**src/rtl/mdu_iterative_if.sv**
```systemverilog
// Start/busy/done handshake bundle between the execute-stage datapath
// (master) and the iterative multiply/divide unit (slave).
interface mdu_iterative_if #(parameter int n = 32);
  logic         start;
  logic [2:0]   funct3;
  logic [n-1:0] A;
  logic [n-1:0] B;
  logic         busy;
  logic         done;
  logic [n-1:0] result;

  modport master (output start, funct3, A, B, input busy, done, result);
  modport slave  (input start, funct3, A, B, output busy, done, result);
endinterface

```
**src/rtl/mdu_iterative.sv**
```systemverilog
// Iterative RISC-V M-extension unit: shift-add multiplier and restoring
// divider, one bit per cycle, sharing one set of working registers.
// Optional build macro MDU_EARLY_OUT_EN: divide-by-zero and signed-overflow
// requests bypass the bit loop and complete two cycles after acceptance.
//
// state | meaning
// IDLE  | waiting for start
// CALC  | one multiply/divide bit per cycle, counter runs down from n
// FIX   | sign correction, special-case override, result write
// DONE  | done pulse; a new start here is accepted back-to-back
module mdu_iterative #(
  parameter int n = 32
) (
  input logic            clk,
  input logic            rst_n,
  mdu_iterative_if.slave bus
);
  localparam int cw = $clog2(n + 1);

  typedef enum logic [1:0] {IDLE, CALC, FIX, DONE} state_t;

  state_t       state;
  logic [cw-1:0] cnt;
  logic [2:0]   op;
  logic [n-1:0] hi;      // product high half / partial remainder
  logic [n-1:0] lo;      // multiplier, then product low half / dividend, then quotient
  logic [n-1:0] opb;     // multiplicand magnitude / divisor magnitude
  logic [n-1:0] a_raw;   // original A, needed by the special-case results
  logic         sign_a, sign_b, div_zero, div_ovf;
  logic         busy, done;
  logic [n-1:0] result;

  logic         accept, in_div, in_sa, in_sb, in_zero, in_ovf;
  logic [n-1:0] a_mag, b_mag;
  logic [n:0]   mul_sum, shifted, trial;
  logic [2*n-1:0] prod, prod_fix;
  logic [n-1:0] quo_fix, rem_fix, fix_val;

  assign bus.busy   = busy;
  assign bus.done   = done;
  assign bus.result = result;

  // Request decode: operand signs, magnitudes and special cases at acceptance.
  always_comb begin
    accept  = bus.start && (state == IDLE || state == DONE);
    in_div  = bus.funct3[2];
    in_sa   = bus.A[n-1] && (in_div ? ~bus.funct3[0]
                                    : (bus.funct3 == 3'b001 || bus.funct3 == 3'b010));
    in_sb   = bus.B[n-1] && (in_div ? ~bus.funct3[0] : (bus.funct3 == 3'b001));
    a_mag   = in_sa ? -bus.A : bus.A;
    b_mag   = in_sb ? -bus.B : bus.B;
    in_zero = in_div && (bus.B == '0);
    in_ovf  = in_div && ~bus.funct3[0] && (bus.A == {1'b1, {(n-1){1'b0}}}) && (bus.B == '1);
  end

  // One iteration step for each datapath; the divider trial is n+1 bits wide.
  always_comb begin
    mul_sum = {1'b0, hi} + {1'b0, (lo[0] ? opb : '0)};
    shifted = {hi, lo[n-1]};
    trial   = shifted - {1'b0, opb};
  end

  // Final sign correction, special-case override and result selection.
  always_comb begin
    prod     = {hi, lo};
    prod_fix = (sign_a ^ sign_b) ? -prod : prod;
    quo_fix  = (sign_a ^ sign_b) ? -lo : lo;
    rem_fix  = sign_a ? -hi : hi;
    if (div_zero) begin
      quo_fix = '1;
      rem_fix = a_raw;
    end else if (div_ovf) begin
      quo_fix = a_raw;
      rem_fix = '0;
    end
    fix_val = '0;
    case (op)
      3'b000:                 fix_val = prod_fix[n-1:0];
      3'b001, 3'b010, 3'b011: fix_val = prod_fix[2*n-1:n];
      3'b100, 3'b101:         fix_val = quo_fix;
      default:                fix_val = rem_fix;
    endcase
  end

  // Control FSM and working registers, with registered busy/done/result.
  always_ff @(posedge clk) begin
    if (!rst_n) begin
      state    <= IDLE;
      cnt      <= '0;
      op       <= '0;
      hi       <= '0;
      lo       <= '0;
      opb      <= '0;
      a_raw    <= '0;
      sign_a   <= 1'b0;
      sign_b   <= 1'b0;
      div_zero <= 1'b0;
      div_ovf  <= 1'b0;
      busy     <= 1'b0;
      done     <= 1'b0;
      result   <= '0;
    end else begin
      done <= 1'b0;
      case (state)
        IDLE, DONE: begin
          if (accept) begin
            op       <= bus.funct3;
            a_raw    <= bus.A;
            sign_a   <= in_sa;
            sign_b   <= in_sb;
            div_zero <= in_zero;
            div_ovf  <= in_ovf;
            hi       <= '0;
            lo       <= in_div ? a_mag : b_mag;
            opb      <= in_div ? b_mag : a_mag;
            cnt      <= cw'(n);
            busy     <= 1'b1;
`ifdef MDU_EARLY_OUT_EN
            state    <= (in_zero || in_ovf) ? FIX : CALC;
`else
            state    <= CALC;
`endif
          end else begin
            state <= IDLE;
          end
        end
        CALC: begin
          if (op[2]) begin
            if (!trial[n]) begin
              hi <= trial[n-1:0];
              lo <= {lo[n-2:0], 1'b1};
            end else begin
              hi <= shifted[n-1:0];
              lo <= {lo[n-2:0], 1'b0};
            end
          end else begin
            hi <= mul_sum[n:1];
            lo <= {mul_sum[0], lo[n-1:1]};
          end
          cnt <= cnt - cw'(1);
          if (cnt == cw'(1)) state <= FIX;
        end
        FIX: begin
          result <= fix_val;
          busy   <= 1'b0;
          done   <= 1'b1;
          state  <= DONE;
        end
        default: state <= IDLE;
      endcase
    end
  end
endmodule

```
**src/flat_wrapper.sv**
```systemverilog
// flat-port wrapper written by rule: the top's interface ports become plain ports
module mdu_iterative_flat 
#(
  parameter int n = 32
)
  (clk, rst_n, bus_start, bus_funct3, bus_A, bus_B, bus_busy, bus_done, bus_result);
  mdu_iterative_if #(.n(n)) bus_i ();
  input logic clk;
  input logic rst_n;
  input wire logic [$bits(bus_i.start)-1:0] bus_start;
  input wire logic [$bits(bus_i.funct3)-1:0] bus_funct3;
  input wire logic [$bits(bus_i.A)-1:0] bus_A;
  input wire logic [$bits(bus_i.B)-1:0] bus_B;
  output wire logic [$bits(bus_i.busy)-1:0] bus_busy;
  output wire logic [$bits(bus_i.done)-1:0] bus_done;
  output wire logic [$bits(bus_i.result)-1:0] bus_result;
  assign bus_i.start = bus_start;
  assign bus_i.funct3 = bus_funct3;
  assign bus_i.A = bus_A;
  assign bus_i.B = bus_B;
  assign bus_busy = bus_i.busy;
  assign bus_done = bus_i.done;
  assign bus_result = bus_i.result;
  mdu_iterative #(.n(n)) u_core (.clk(clk), .rst_n(rst_n), .bus(bus_i));
endmodule
```
**config.mk**
```make
export PLATFORM = sky130hd
export DESIGN_NAME = mdu_iterative_flat
export DESIGN_NICKNAME = d
export VERILOG_FILES = /design/src/rtl/mdu_iterative_if.sv /design/src/rtl/mdu_iterative.sv /design/src/flat_wrapper.sv
export SDC_FILE = /design/constraint.sdc
export NUM_CORES = 1
export LEC_CHECK = 0
export CORE_UTILIZATION = 40
export CTS_BUF_LIST = sky130_fd_sc_hd__clkbuf_8 sky130_fd_sc_hd__clkbuf_16
export DETAILED_ROUTE_END_ITERATION = 8
export PLACE_DENSITY_LB_ADDON = 0.1
export SLEW_MARGIN = 30
export SYNTH_ARGS = -nofsm -noshare
export SYNTH_HDL_FRONTEND = slang
export SYNTH_SLANG_ARGS = --single-unit
```
**constraint.sdc**
```tcl
create_clock -name clk -period 9.7 [get_ports clk]
set_input_delay 1.455 -clock clk [delete_from_list [all_inputs] [get_ports clk]]
set_output_delay 1.455 -clock clk [all_outputs]
set_load 0.02 [all_outputs]
```
==> reports/metrics.cfg, run 1 <==
[place]
dp.final_hpwl_um=49900
dp.cells=2680
place.gp.congestion=1.00
port_buffers=103

[cts]
cts_tree=done
postCtsSetupRepairBufs=0
clkTransAtPathRegs_ns=0.07
cts.sinks=177
htreeDepth=4
cts_root_buf=clkbuf_16
cts_hold_buf=0
cts_buffers=17
postCtsResizedCells=0
clk_path_buf_depth=2
insertion_delay_ns=0.48

[outcome]
status=completed

[synthesis]
synth.distinct_cells=85
yosys_warnings=0
postSynthCellCount=2194
avgSynthCellArea_um2=7.17
synth_edf_count=0
mappedNetlistArea_mm2=0.0157
async_reset_ff_share_pct=0
synth_nets=2339
synth_ff_type=dfxtp_1
synth_seq_area_share_pct=22.5
ys_ff_latch=177

[critical_path]
required_ns=10.08
rrSetupSlack_ns=5.29
r2r-start=u_core.hi[0]$_SDFFE_PN0P_
crit_path_max_fanout=38
critical_path_class=reg2reg
worstSetupStartpointType=flip-flop
worst_ep_arrival_time_ns=4.79
r2r_end=u_core.hi[31]$_SDFFE_PN0P_
reg2reg_depth=13
cp-end-kind=flip-flop

[layout]
area_growth_pct=12.1
nets=2327
utilization_pct=45.5
stdcell_count=2713
antenna_cells=0
drive_gt1_share_pct=5.69

[flow_run]
maxCapViolCount=0

[route]
wirelength_um=65400
num_vias=16600
viasPerCell=6.13
wl_met3_um=5130
firstDrtPassIters=6
drtAntennaViolNets=0
drc_errors=0
avgRoutedWirePerCell_um=24.1
drt_iter0_markers=1939
routed-wl-met2_um=28400
wl_met1_um=29500
routed.top_layer=met4

[pwr]
vdd_ir_drop_max_v=0.000156
p_per_area_mw_per_mm2=227
cellLeakagePower_nw=6.75

[timing]
setup_viol=0
fin_crit_ns=4.41
maxSlewHeadroom_pct=35.6
tightest_slew_ns=0.964
fin_skew_ns=0.0142
finalCritPeriodShare_pct=45.4
slew_violations=0
tns_ns=0
hold_viol=0
fmax_mhz=227
rsz0062_at_grt=false

[grt]
grt_pass1_vias=15300
antenna_found_initial=0
grt-ovfl-total=0
grt_use_total_pct=32.0
grt_max_degree=86
grt_pass1_wl_um=98100

[hold_path]
hold_class=reg2reg
hold_depth=2
hold_path.startpoint=u_core.bus.result[6]$_SDFFE_PN0P_
whs_endpoint=u_core.bus.result[6]$_SDFFE_PN0P_

[floorplanning]
die_h_um=200
core_mm2=0.0387
rows=72
start_util_pct=40.6
die_w_um=200
ios=104
die_area_mm2=0.0401

per-layer routing:
layer	track usage, %	vias up
met4	12.1	0
li1	-	7890
met1	45.0	7912
met2	49.1	739
met5	0	-
met3	5.04	86
critical path, stage by stage (launching register included):
cell	delay (ns)
dfxtp_1	0.61
inv_1	0.26
fa_1	0.49
nor2b_1	0.19
o2111ai_1	0.16
a31oi_1	0.39
a311oi_1	0.23
o22ai_1	0.41
a41oi_1	0.23
xnor2_2	0.16
buf_4	0.48
mux2i_1	0.18
a221o_1	0.38
a21oi_1	0.14
power breakdown:
group	internal [mW]	switching [mW]	leakage, nW	total, mW
clock network	0.366	0.358	0.285	0.724
registers	0.901	0.268	1.45	1.17
logic	0.755	1.36	5.02	2.12
cell usage after synthesis, types with 18 or more instances:
cell type    n  share of area, %
nand2b_1    24              0.96
a211oi_1    42               2.0
a221oi_1    25               1.4
a21oi_1    260               8.3
nand2_1    266               6.4
nor4_1      18              0.72
o31ai_1     30               1.4
a21o_1      32               1.5
mux2i_1     47               3.0
and3_1      18              0.72
ha_1        73               5.8
o211ai_1    33               1.6
a22oi_1     22               1.1
xnor2_1    118               6.6
nor2_1     200               4.8
o22ai_1     21              0.84
mux2_2      22               1.6
o21ai_0    156               5.0
dfxtp_1    177                23
nand3_1     25              0.80
clkbuf_1   139               3.3
nor3_1      57               1.8
xor2_1      89               5.0
inv_1       66               1.6
per-stage QoR:
stage	total power [mW]	worst slack [ns]	hold slack, ns	area, um2
after detailed placement	3.24	4.99	0.439	17000
after global routing	4.23	5.13	0.469	17600
final	4.01	5.29	0.446	17600
after floorplan	2.48	5.82	0.432	15700
after CTS	3.97	5.35	0.451	17600
after global placement	3.23	5.01	0.436	17000
flip-flops by register name, indices dropped and copies added, names as in the netlist, 2 cells and up:
register	flops
u_core.a_raw	32
u_core.cnt	6
u_core.lo	32
u_core.opb	32
u_core.state	2
u_core.op	3
u_core.hi	32
u_core.bus.result	32
layout by cell type (no fill, tap or decap), types with 47 or more instances in the layout:
master / count
mux2i_1: 47
xnor2_1: 117
nor3_1: 56
xor2_1: 88
nor2_1: 196
clkdlybuf4s50_1: 102
nand2_1: 265
inv_1: 65
a21oi_1: 259
ha_1: 72
o21ai_0: 155
dfxtp_1: 176
layout make-up:
type                       count  area [um2]
inverter                      70         264
fill                        4013       21100
tap                          518         648
multi-input combinational   1791       11400
sequential                   177        3540
clock inverter                15         161
timing repair buffer         125        1190
clock buffer                  17         425
worst max path at each step:
| stage | start | endpoint | slack [ns] |
|---|---|---|---|
| after CTS | u_core.hi[0]$_SDFFE_PN0P_ | u_core.hi[31]$_SDFFE_PN0P_ | 5.35 |
| after floorplan | bus_A[5] | u_core.opb[30]$_SDFFE_PN0P_ | 5.82 |
| after global routing | u_core.lo[0]$_SDFFE_PN0P_ | u_core.hi[18]$_SDFFE_PN0P_ | 5.13 |
| after detailed placement | bus_B[12] | u_core.lo[26]$_SDFFE_PN0P_ | 4.99 |
| final | u_core.hi[0]$_SDFFE_PN0P_ | u_core.hi[31]$_SDFFE_PN0P_ | 5.29 |
| after global placement | bus_B[12] | u_core.lo[24]$_SDFFE_PN0P_ | 5.01 |
kinds of logic after synthesis:
group           synth area share, %
buf+inv                        5.50
compound gates                 28.9
flops                          22.5
fa+ha+maj                      6.06
mux                            4.57
simple gates                   20.9
xor+xnor                       11.5
Note: power is estimated with default switching activity, not from simulation.
==> run 2: changes to the inputs <==
- clock period: 9.7 -> 3.7 ns (I/O delays scaled with it)
==> run 2 against run 1 <==
Via count is 3.4% higher. Total power increased to 2.7 times the previous value. Combinational power rose to 2.9 times the previous value. Worst hold slack worse by 0.0030 ns. Cell area rose by 5.0%. Critical endpoint is now u_core.bus.result[30]$_SDFFE_PN0P_. Largest power group unchanged.
==> reports/metrics.cfg, run 2 (synthesis gave the netlist of run 1 again) <==
[flow_run]
maxCapViolCount=0  ; unchanged

[cts]
clkTransAtPathRegs_ns=0.08  ; about the same
clk_path_buf_depth=2  ; unchanged
cts_hold_buf=0  ; unchanged
cts.sinks=177  ; unchanged
htreeDepth=4  ; unchanged
cts_tree=done
cts_buffers=17  ; unchanged
insertion_delay_ns=0.48  ; about the same
cts_root_buf=clkbuf_16

[layout]
area_growth_pct=17.7
layout_commonest_cell=nand2_1
regArea_mm2=0.00355  ; +0.11%
drive_gt1_share_pct=10.2  ; +4.5 points
nets=2431  ; +4.5%
utilization_pct=47.8  ; +2.3 points
n_fill_cell=4041  ; +0.70%
final_cell_mix=nand2_1 (265), a21oi_1 (259), nor2_1 (197), dfxtp_1 (173), o21ai_0 (156)
stdcell_area_mm2=0.0185  ; +5.0%
stdcell_count=2817  ; +3.8%
multi_input_area_mm2=0.0114  ; +0.13%

[critical_path]
path_cells=inv_1, ha_1, or3b_1, nor3_2, nand4_2, or4b_4, or3_4, o31ai_4, xnor2_1, a2111oi_2, nor3_1
required_ns=4.06  ; -6.02 ns
slowest_stage=or4b_4
worst_ep_arrival_time_ns=3.89  ; -0.90 ns
critical_path_class=reg2reg
max_stage_delay_ns=0.54  ; -0.07 ns
worstSetupStartpointType=flip-flop
crit_path_max_fanout=7  ; -82%
cp-end-kind=flip-flop

[pwr]
vdd_ir_drop_max_v=0.000416  ; +170%
cellLeakagePower_nw=7.31  ; +8.3%
p_per_area_mw_per_mm2=595  ; +160%

[grt]
antenna_found_initial=3  ; +3
grt-ovfl-total=0  ; unchanged
grt_pass1_wl_um=102000  ; +4.1%
grt_max_degree=83  ; -3.5%
grt_pass1_vias=15800  ; +3.5%
grt_use_total_pct=33.5  ; +1.5 points

[floorplanning]
die_area_mm2=0.0401  ; unchanged
core_mm2=0.0387  ; unchanged
die_w_um=200  ; unchanged
start_util_pct=40.6  ; unchanged
die_h_um=200  ; unchanged
ios=104  ; unchanged
rows=72  ; unchanged

[route]
drc_errors=0  ; unchanged
num_vias=17200  ; +3.4%
drtAntennaViolNets=0  ; unchanged
wirelength_um=68300  ; +4.4%
avgRoutedWirePerCell_um=24.3  ; +0.58%
drt_iter0_markers=1745  ; -10%
viasPerCell=6.10  ; -0.43%
firstDrtPassIters=6  ; unchanged

[timing]
fin_crit_ns=3.54  ; -0.872 ns
hold_viol=0  ; unchanged
slew_violations=0  ; unchanged
fin_skew_ns=0.0163  ; +0.00213 ns
tightest_slew_ns=0.948  ; -0.0151 ns
maxSlewHeadroom_pct=36.1  ; +0.49 points
rsz0062_at_grt=false
fmax_mhz=283  ; +25%
finalCritPeriodShare_pct=95.6  ; +50 points
setup_viol=0  ; unchanged
tns_ns=0  ; unchanged

[place]
port_buffers=103  ; unchanged
place.gp.congestion=0.988  ; -1.6%
place_area_mm2=0.0178  ; +4.6%
dp.final_hpwl_um=53400  ; +7.0%
dp.cells=2781  ; +3.8%

[hold_path]
hold_class=reg2reg

[outcome]
status=completed

## run 2: changes by cell type in the layout (fill, tap and decap cells not counted), sizes merged
cell,delta
bufinv,+1
buf,+104
inv,-2
clkinvlp,-2
diode,+1
clkinv,+2
## run 2: critical path, delay by kind of cell (launching register included)
kind | cells | cell delay [ns]
AOI/OAI and AO/OA | 2 | 0.62
xor gates and xnor gates | 1 | 0.10
adders and majority gates | 1 | 0.24
buffers and inverters | 1 | 0.15
DFF | 1 | 0.40
and+or+nand+nor | 6 | 1.92
## run 2: cell type report
cell class	instances	share of cell area (%)
timing repair buffer	229	10.9
sequential	177	19.2
multi-input combinational	1791	61.6
tap	518	3.50
inverter	70	1.43
clock inverter	14	1.01
clock buffer	17	2.30
antenna	1	0.0135
## run 2: report_power, final
part           switching, mW  internal, mW
Combinational           3.82          2.27
Sequential             0.554          2.36
Clock                  0.970          1.03
Total                   5.35          5.66
## run 2: final timing paths
check / end / startpoint / slack (ns) / depth (start not counted)
worst max-delay path: u_core.bus.result[30]$_SDFFE_PN0P_ / u_core.hi[1]$_SDFFE_PN0P_ / 0.16 / 11
worst min-delay path: u_core.bus.result[10]$_SDFFE_PN0P_ / u_core.bus.result[10]$_SDFFE_PN0P_ / 0.44 / 2
worst max register to register: u_core.bus.result[30]$_SDFFE_PN0P_ / u_core.hi[1]$_SDFFE_PN0P_ / 0.16 / 11
worst min register to register: u_core.bus.result[10]$_SDFFE_PN0P_ / u_core.bus.result[10]$_SDFFE_PN0P_ / 0.44 / 2
## run 2: through the flow
| step | hold WS (ns) | worst slack (ns) | total power, mW |
|---|---|---|---|
| 6_report | 0.443 | 0.164 | 11.0 |
| 5_1_grt | 0.484 | 0.00184 | 11.6 |
| 4_1_cts | 0.445 | 0.0622 | 10.9 |
| 3_5_place_dp | 0.434 | -0.0509 | 8.85 |
| 3_3_place_gp | 0.433 | 0.0598 | 8.82 |
| 2_1_floorplan | 0.432 | 0.285 | 6.49 |
## run 2: what timing repair did
action                                  4_1_cts  5_1_grt
gates resized for setup                       1       10
pin swaps                                     1        3
buffers inserted                              2        2
endpoints found under the setup margin        3       23
## run 2: layer usage
layer  wire length (um)  GRT usage [%]  share of wire, %  vias up
li1                   -              -                 -     8091
met1              30000           46.0                44     8217
met2              30400           52.5                45      770
met3               5510           5.34               8.1      106
met4               2400           12.9               3.5        6
met5                 42              0             0.061        -
